===== src/rtl/instruction_fetch_unit_if.sv =====
// Fetch-stage bus: ROM address/data, hazard and redirect controls from later
// stages, and the IF/ID register contents handed to decode.
interface instruction_fetch_unit_if #(
  parameter int ADDR_WIDTH  = 10,
  parameter int INSTR_WIDTH = 16,
  parameter int COUNT_WIDTH = 16
);
  logic [ADDR_WIDTH-1:0]  oRomAddress;
  logic [INSTR_WIDTH-1:0] iRomInstruction;
  logic                   iStall;
  logic                   iBranchTaken;
  logic [ADDR_WIDTH-1:0]  iBranchTarget;
  logic                   iHalt;
  logic [INSTR_WIDTH-1:0] oIfIdInstruction;
  logic [ADDR_WIDTH-1:0]  oIfIdPC;
  logic                   oIfIdValid;
  logic                   oHalted;
  logic [COUNT_WIDTH-1:0] oFetchCount;

  modport master (
    output oRomAddress,
    input  iRomInstruction,
    input  iStall,
    input  iBranchTaken,
    input  iBranchTarget,
    input  iHalt,
    output oIfIdInstruction,
    output oIfIdPC,
    output oIfIdValid,
    output oHalted,
    output oFetchCount
  );

  modport slave (
    input  oRomAddress,
    output iRomInstruction,
    output iStall,
    output iBranchTaken,
    output iBranchTarget,
    output iHalt,
    input  oIfIdInstruction,
    input  oIfIdPC,
    input  oIfIdValid,
    input  oHalted,
    input  oFetchCount
  );
endinterface


===== src/rtl/instruction_fetch_unit.sv =====
// IF stage: owns the PC, addresses the combinational instruction ROM and fills
// the IF/ID register, with stall, redirect/squash, halt and a fetch counter.
module instruction_fetch_unit #(
  parameter int ADDR_WIDTH  = 10,
  parameter int INSTR_WIDTH = 16,
  parameter logic [ADDR_WIDTH-1:0] RESET_PC = '0,
  parameter int COUNT_WIDTH = 16
) (
  input logic Clock,
  input logic Reset,
  instruction_fetch_unit_if.master bus
);

  localparam logic [5:0] NOP_OPCODE = 6'd0;
  localparam logic [INSTR_WIDTH-1:0] BUBBLE_INSTR =
    {NOP_OPCODE, {(INSTR_WIDTH-6){1'b0}}};
  localparam logic [ADDR_WIDTH-1:0]  PC_ONE    = {{(ADDR_WIDTH-1){1'b0}}, 1'b1};
  localparam logic [COUNT_WIDTH-1:0] COUNT_ONE = {{(COUNT_WIDTH-1){1'b0}}, 1'b1};

  typedef enum logic [1:0] {
    S_BOOT,
    S_RUN,
    S_HALT
  } state_t;

  state_t                 state_q, state_d;
  logic [ADDR_WIDTH-1:0]  pc_q, pc_d;
  logic [INSTR_WIDTH-1:0] ifid_instr_q, ifid_instr_d;
  logic [ADDR_WIDTH-1:0]  ifid_pc_q, ifid_pc_d;
  logic                   ifid_valid_q, ifid_valid_d;
  logic                   halted_q, halted_d;
  logic [COUNT_WIDTH-1:0] count_q, count_d;

  function automatic logic [COUNT_WIDTH-1:0] sat_inc(input logic [COUNT_WIDTH-1:0] c);
    return (&c) ? c : c + COUNT_ONE;
  endfunction

  always_comb begin
    state_d      = state_q;
    pc_d         = pc_q;
    ifid_instr_d = ifid_instr_q;
    ifid_pc_d    = ifid_pc_q;
    ifid_valid_d = ifid_valid_q;
    count_d      = count_q;

    case (state_q)
      // One settling cycle so the ROM output reflects RESET_PC before the first capture.
      S_BOOT: begin
        state_d      = S_RUN;
        ifid_instr_d = BUBBLE_INSTR;
        ifid_pc_d    = '0;
        ifid_valid_d = 1'b0;
      end
      S_RUN: begin
        if (bus.iBranchTaken) begin
          pc_d         = bus.iBranchTarget;
          ifid_instr_d = BUBBLE_INSTR;
          ifid_pc_d    = '0;
          ifid_valid_d = 1'b0;
        end else if (bus.iHalt) begin
          state_d      = S_HALT;
          ifid_instr_d = BUBBLE_INSTR;
          ifid_pc_d    = '0;
          ifid_valid_d = 1'b0;
        end else if (!bus.iStall) begin
          ifid_instr_d = bus.iRomInstruction;
          ifid_pc_d    = pc_q;
          ifid_valid_d = 1'b1;
          pc_d         = pc_q + PC_ONE;
          count_d      = sat_inc(count_q);
        end
      end
      S_HALT: begin
        ifid_instr_d = BUBBLE_INSTR;
        ifid_pc_d    = '0;
        ifid_valid_d = 1'b0;
        if (bus.iBranchTaken) pc_d = bus.iBranchTarget;
        if (!bus.iHalt) state_d = S_RUN;
      end
      default: begin
        state_d      = S_BOOT;
        ifid_instr_d = BUBBLE_INSTR;
        ifid_pc_d    = '0;
        ifid_valid_d = 1'b0;
      end
    endcase

    halted_d = (state_d == S_HALT);
  end

  always_ff @(posedge Clock) begin
    if (Reset) begin
      state_q      <= S_BOOT;
      pc_q         <= RESET_PC;
      ifid_instr_q <= BUBBLE_INSTR;
      ifid_pc_q    <= '0;
      ifid_valid_q <= 1'b0;
      halted_q     <= 1'b0;
      count_q      <= '0;
    end else begin
      state_q      <= state_d;
      pc_q         <= pc_d;
      ifid_instr_q <= ifid_instr_d;
      ifid_pc_q    <= ifid_pc_d;
      ifid_valid_q <= ifid_valid_d;
      halted_q     <= halted_d;
      count_q      <= count_d;
    end
  end

  assign bus.oRomAddress      = pc_q;
  assign bus.oIfIdInstruction = ifid_instr_q;
  assign bus.oIfIdPC          = ifid_pc_q;
  assign bus.oIfIdValid       = ifid_valid_q;
  assign bus.oHalted          = halted_q;
  assign bus.oFetchCount      = count_q;

endmodule


===== src/flat_wrapper.sv =====
// flat-port wrapper written by rule: the top's interface ports become plain ports
module instruction_fetch_unit_flat 
#(
  parameter int ADDR_WIDTH  = 10,
  parameter int INSTR_WIDTH = 16,
  parameter logic [ADDR_WIDTH-1:0] RESET_PC = '0,
  parameter int COUNT_WIDTH = 16
)
  (Clock, Reset, bus_oRomAddress, bus_iRomInstruction, bus_iStall, bus_iBranchTaken, bus_iBranchTarget, bus_iHalt, bus_oIfIdInstruction, bus_oIfIdPC, bus_oIfIdValid, bus_oHalted, bus_oFetchCount);
  instruction_fetch_unit_if #(.ADDR_WIDTH(ADDR_WIDTH), .INSTR_WIDTH(INSTR_WIDTH), .COUNT_WIDTH(COUNT_WIDTH)) bus_i ();
  input logic Clock;
  input logic Reset;
  output wire logic [$bits(bus_i.oRomAddress)-1:0] bus_oRomAddress;
  input wire logic [$bits(bus_i.iRomInstruction)-1:0] bus_iRomInstruction;
  input wire logic [$bits(bus_i.iStall)-1:0] bus_iStall;
  input wire logic [$bits(bus_i.iBranchTaken)-1:0] bus_iBranchTaken;
  input wire logic [$bits(bus_i.iBranchTarget)-1:0] bus_iBranchTarget;
  input wire logic [$bits(bus_i.iHalt)-1:0] bus_iHalt;
  output wire logic [$bits(bus_i.oIfIdInstruction)-1:0] bus_oIfIdInstruction;
  output wire logic [$bits(bus_i.oIfIdPC)-1:0] bus_oIfIdPC;
  output wire logic [$bits(bus_i.oIfIdValid)-1:0] bus_oIfIdValid;
  output wire logic [$bits(bus_i.oHalted)-1:0] bus_oHalted;
  output wire logic [$bits(bus_i.oFetchCount)-1:0] bus_oFetchCount;
  assign bus_oRomAddress = bus_i.oRomAddress;
  assign bus_i.iRomInstruction = bus_iRomInstruction;
  assign bus_i.iStall = bus_iStall;
  assign bus_i.iBranchTaken = bus_iBranchTaken;
  assign bus_i.iBranchTarget = bus_iBranchTarget;
  assign bus_i.iHalt = bus_iHalt;
  assign bus_oIfIdInstruction = bus_i.oIfIdInstruction;
  assign bus_oIfIdPC = bus_i.oIfIdPC;
  assign bus_oIfIdValid = bus_i.oIfIdValid;
  assign bus_oHalted = bus_i.oHalted;
  assign bus_oFetchCount = bus_i.oFetchCount;
  instruction_fetch_unit #(.ADDR_WIDTH(ADDR_WIDTH), .INSTR_WIDTH(INSTR_WIDTH), .RESET_PC(RESET_PC), .COUNT_WIDTH(COUNT_WIDTH)) u_core (.Clock(Clock), .Reset(Reset), .bus(bus_i));
endmodule

===== config.mk =====
export PLATFORM = sky130hd
export DESIGN_NAME = instruction_fetch_unit_flat
export DESIGN_NICKNAME = d
export VERILOG_FILES = /design/src/rtl/instruction_fetch_unit_if.sv /design/src/rtl/instruction_fetch_unit.sv /design/src/flat_wrapper.sv
export SDC_FILE = /design/constraint.sdc
export NUM_CORES = 1
export LEC_CHECK = 0
export BUFFER_PORTS_ARGS = -buffer_cell sky130_fd_sc_hd__buf_2
export CAP_MARGIN = 20
export CORE_ASPECT_RATIO = 0.75
export CORE_MARGIN = 1.5
export CORE_UTILIZATION = 45
export DETAILED_ROUTE_END_ITERATION = 8
export PLACE_DENSITY_LB_ADDON = 0.1
export SYNTH_ARGS = -nofsm -noshare
export SYNTH_HDL_FRONTEND = slang
export SYNTH_SLANG_ARGS = --single-unit

===== constraint.sdc =====
create_clock -name Clock -period 1.4 [get_ports Clock]
set_input_delay 0.28 -clock Clock [delete_from_list [all_inputs] [get_ports Clock]]
set_output_delay 0.28 -clock Clock [all_outputs]
set_load 0.01 [all_outputs]

# After elaboration in Yosys (flattened, before gate mapping)
# Index checks and enable logic that the tools add are counted.
# totals
register_bits	56
inputBits	31
output_inout_bits	54
elab_cells	35
# classes
add_sub_neg	2
n_eq_ne	6
muxes	9
bitwise	5
n_reduce_logical	6
# ops
operator	count
$mux 10	4
$pmux 10 s2	1
$add 16x1->16 const B	1
$reduce_and 16->1	1
$add 10x1->10 const B	1
$mux 2	3
$ne 3x3->1 const B	2
$pmux 2 s3	1
$not 1->1	5
$reduce_and 5->1	1
$eq 2x2->1 const B	2
$reduce_and 4->1	1
$reduce_or 4->1	1
$eq 2x1->1 const B	1
$logic_not 2->1	1
$ne 2x2->1 const B	1
$reduce_bool 2->1	1

# Depth between registers and ports, before layout
# logic_depth
ltp_word	5
mapped_depth	7
mapped_depth_nobuf	6

# Worst setup path before layout
# Ideal clock, no wire load.
# synth_path
path_kind	flip-flop to flip-flop
startpoint	reg u_core.count_q[6], in the netlist u_core.bus.oFetchCount[6]
endpoint	reg u_core.count_q[1], in the netlist u_core.bus.oFetchCount[1]
setup_ns	0.128
t_arrival_ns	1.417
required_time_ns	1.272
slack_ns	-0.144
path_stages_with_launch	6
path_buffers	0
period_less_slack_ns	1.544
path_cell_list	dfxtp_1 > and4_1 > nand4_1 > o21ai_2 > mux2i_1 > nor2_1
# synth_via
elab_chain_len	3
# synth_rtl
item	line_no	text
start: declaration	instruction_fetch_unit.sv:32	logic [COUNT_WIDTH-1:0] count_q, count_d;
start signal: assignment	instruction_fetch_unit.sv:107	count_q <= count_d;
$reduce_and 16->1	instruction_fetch_unit.sv:35	return (&c) ? c : c + COUNT_ONE;
$not 1->1 (no source line)	n/a	
$reduce_and 5->1 (no source line)	n/a	
# Every way passes these cells.
# A chain may end at the register's enable or synchronous reset.

# Worst setup path after layout
# layout_path
startpoint	reg u_core.state_q[0]
endpoint	reg u_core.count_q[5], in the netlist u_core.bus.oFetchCount[5]
# layout_via
elab_chain_len	2
# layout_rtl
item	line_no	text
start: declaration	instruction_fetch_unit.sv:26	state_t state_q, state_d;
start signal: assignment	instruction_fetch_unit.sv:101	state_q <= state_d;
$eq 2x1->1	instruction_fetch_unit.sv:46	case (state_q)
$reduce_and 5->1 (no source line)	n/a	
# Every way passes these cells.

==> flow_summary.json <==
{
  "outcome": "finished with violations",
  "violations": "setup timing",
  "htreeDepth": 2,
  "gr-total-overflow": 0,
  "wire_per_inst_um": 14.2,
  "slew_viol_final": 0,
  "syn-num-nets": 308,
  "p_leak_nw": 1.77,
  "netlist_top_cells_area": "dfxtp_1 (45%), mux2i_1 (11%), nor2_1 (7.4%)",
  "setup_violations": 12,
  "drive_gt1_share_pct": 50.5,
  "clock-skew-final_ns": 0.00382,
  "clkTransAtPathRegs_ns": 0.11,
  "cts-root-buf": "clkbuf_8",
  "grt_pass1_vias": 1968,
  "final_util_pct": 71.3,
  "drt_pass1_iterations": 4,
  "cts_hold_buf": 0,
  "yosysUniqueCellTypes": 50,
  "yosysWarnings": 0,
  "grt_max_degree": 28,
  "syn_to_final_growth_pct": 52.7,
  "nets": 448,
  "critPathSlowestCell": "dfxtp_4",
  "cp_top_family": "simple AND/OR/NAND/NOR gates",
  "cp.required_ns": 1.65,
  "num_vias": 2522,
  "crit_type": "reg -> reg",
  "rows": 23,
  "max_cap_violations": 0,
  "die_width_um": 88.8,
  "preCtsSetupSlack_ns": -0.120,
  "synth_top_area_share_pct": 45.1,
  "dp_hpwl_um": 4800,
  "synthCells": 275,
  "vias_per_cell": 5.14,
  "finalWorstSetupSlack_ns": -0.0679,
  "grtUsageTotal_pct": 20.6,
  "synth-seq-cells": 56,
  "crit_buf_inv": 0,
  "num-fill-cells": 401,
  "final_antenna_net_count": 0,
  "synth_edf_count": 0,
  "yosysSeqAreaShare_pct": 45.1,
  "pwr_density_cell_nw_per_um2": 800,
  "yosys.area.top_type": "dfxtp_1",
  "syn_area_per_cell_um2": 9.04,
  "antennaDiodeCount": 0,
  "crit_arrival_ns": 1.72,
  "clock-sinks": 56,
  "whs_ns": 0.192,
  "min_path_type": "in -> reg",
  "start_kind": "register",
  "clock_latency_ns": 0.31,
  "start_util_pct": 46.7,
  "pin_count": 85,
  "drt-initial-drc-count": 104,
  "chipHeight_um": 67.4,
  "slowest_delay_ns": 0.38,
  "port_buffers": 84,
  "multi_input_area_um2": 1500,
  "irDropWorstVdd_mv": 0.583,
  "cp_cell_sequence": "nor3b_4, and2_4, o21ai_4, or3_1, a21oi_1",
  "routed_wl_um": 6970,
  "fin_crit_sh_pct": 105,
  "critPathMaxFanout": 6,
  "grt_pass1_wl_um": 9520,
  "relSlewSlack_pct": 70.8,
  "place_congestion": 0.858,
  "hold_viol_final": 0,
  "cts_buffers": 5,
  "synth_ff_type": "dfxtp_1",
  "async_flop_share_pct": 0,
  "die_area_um2": 5980,
  "critPathCaptureType": "register",
  "fmax_ghz": 0.681,
  "finalCriticalPeriod_ns": 1.47,
  "drc": 0,
  "tightest_slew_ns": 0.438,
  "coreArea_um2": 5320,
  "antenna_found_initial": 0,
  "syn-cell-area_um2": 2480,
  "seq_area_um2": 1160,
  "clockBufferDepth": 2,
  "cts_tree": "yes",
  "rsz0062_at_grt": "true"
}
[worst min-delay path: cells and delay by family]
| family | cells | cell delay, ns |
|---|---|---|
| buffers and inverters | 1 | 0.08 |
| muxes | 1 | 0.05 |
| and+or+nand+nor | 1 | 0.07 |
[area by class of cell]
class,instances,share of cell area [%]
multi-input cells,201,39.5
flip-flops and latches,56,30.5
repair buffers,145,24.5
well taps,75,2.47
clock buffers,5,1.81
clock inverters,3,0.660
inverters,6,0.594
[sequential cells by signal, indices dropped and copies added, names as in the netlist]
register	flops
u_core.bus.oIfIdValid	1
u_core.bus.oFetchCount	16
u_core.bus.oIfIdPC	10
u_core.bus.oHalted	1
u_core.bus.oRomAddress	10
u_core.state_q	2
u_core.bus.oIfIdInstruction	16
[cells by family (layout without fill, tap and decap cells)]
| family | after synthesis | count (layout) | synth area share [%] |
|---|---|---|---|
| AO/OA/AOI/OAI | 51 | 52 | 14.1 |
| adder cells (fa/ha/maj) | 2 | 2 | 1.01 |
| buffers and inverters | 20 | 159 | 3.63 |
| flip-flops | 56 | 56 | 45.1 |
| AND/OR/NAND/NOR | 108 | 109 | 21.4 |
| multiplexers | 27 | 27 | 10.9 |
| XOR/XNOR | 11 | 11 | 3.88 |
[worst paths after layout]
| check | startpoint | endpoint | slack, ns | depth (start not counted) |
|---|---|---|---|---|
| max | u_core.state_q[0] | u_core.bus.oFetchCount[5] | -0.07 | 5 |
| min | bus_iRomInstruction[15] | u_core.bus.oIfIdInstruction[15] | 0.19 | 3 |
| max reg2reg | u_core.state_q[0] | u_core.bus.oFetchCount[5] | -0.07 | 5 |
| min reg2reg | u_core.bus.oIfIdValid | u_core.bus.oIfIdValid | 0.46 | 2 |
[metal layers]
layer / GRT usage (%) / routed length, µm / vias up
li1: - / - / 1265
met1: 30.9 / 3370 / 1160
met2: 30.6 / 3050 / 91
met3: 4.28 / 494 / 6
met4: 4.10 / 61 / 0
met5: 0 / 0 / -
[where the power goes]
group          internal [mW]  switching, mW
Clock                  0.366          0.564
Combinational          0.236          0.219
Sequential              1.61         0.0365
Total                   2.22          0.819
[synthesized netlist by cell type (all sizes together), types with 4 or more instances]
library cell,n
nand2,16
clkbuf,6
mux2i,27
o21ai,12
dfxtp,56
a21oi,12
xor2,5
nor3,6
nand3,7
and2,4
xnor2,6
and4,6
nand4,6
inv,6
nor2,49
buf,8
[repair_timing]
| action | in CTS | in global routing |
|---|---|---|
| hold endpoints to repair | 0 | 0 |
| pin swaps | 8 | 30 |
| endpoints found under the setup margin | 18 | 25 |
| buffers inserted | 0 | 4 |
| cloned | 1 | 1 |
| resized for setup | 14 | 44 |
[stage by stage]
step / cells / TNS [ns] / power, mW / instance area [µm²]
6_report: 491 / -0.452 / 3.03 / 3790
5_1_grt: 491 / -1.75 / 3.15 / 3790
4_1_cts: 486 / -0.315 / 2.98 / 3570
3_5_place_dp: 477 / -1.30 / 2.06 / 3430
3_3_place_gp: 477 / -0.711 / 2.06 / 3430
2_1_floorplan: 275 / -0.279 / 1.88 / 2560
[cells in the final DEF, fill, tap and decap left out, types with 6 or more instances in the layout]
master,netlist,layout
nand4_1,6,6
buf_2,6,84
nand3_1,7,6
nor2_1,49,46
nand2_1,16,15
dfxtp_1,56,42
o21ai_0,11,6
dfxtp_4,0,7
mux2i_1,27,27
buf_6,1,10
buf_4,0,50
dfxtp_2,0,7
a21oi_1,12,8
inv_1,6,6
Note: power is estimated with default switching activity, not from simulation.
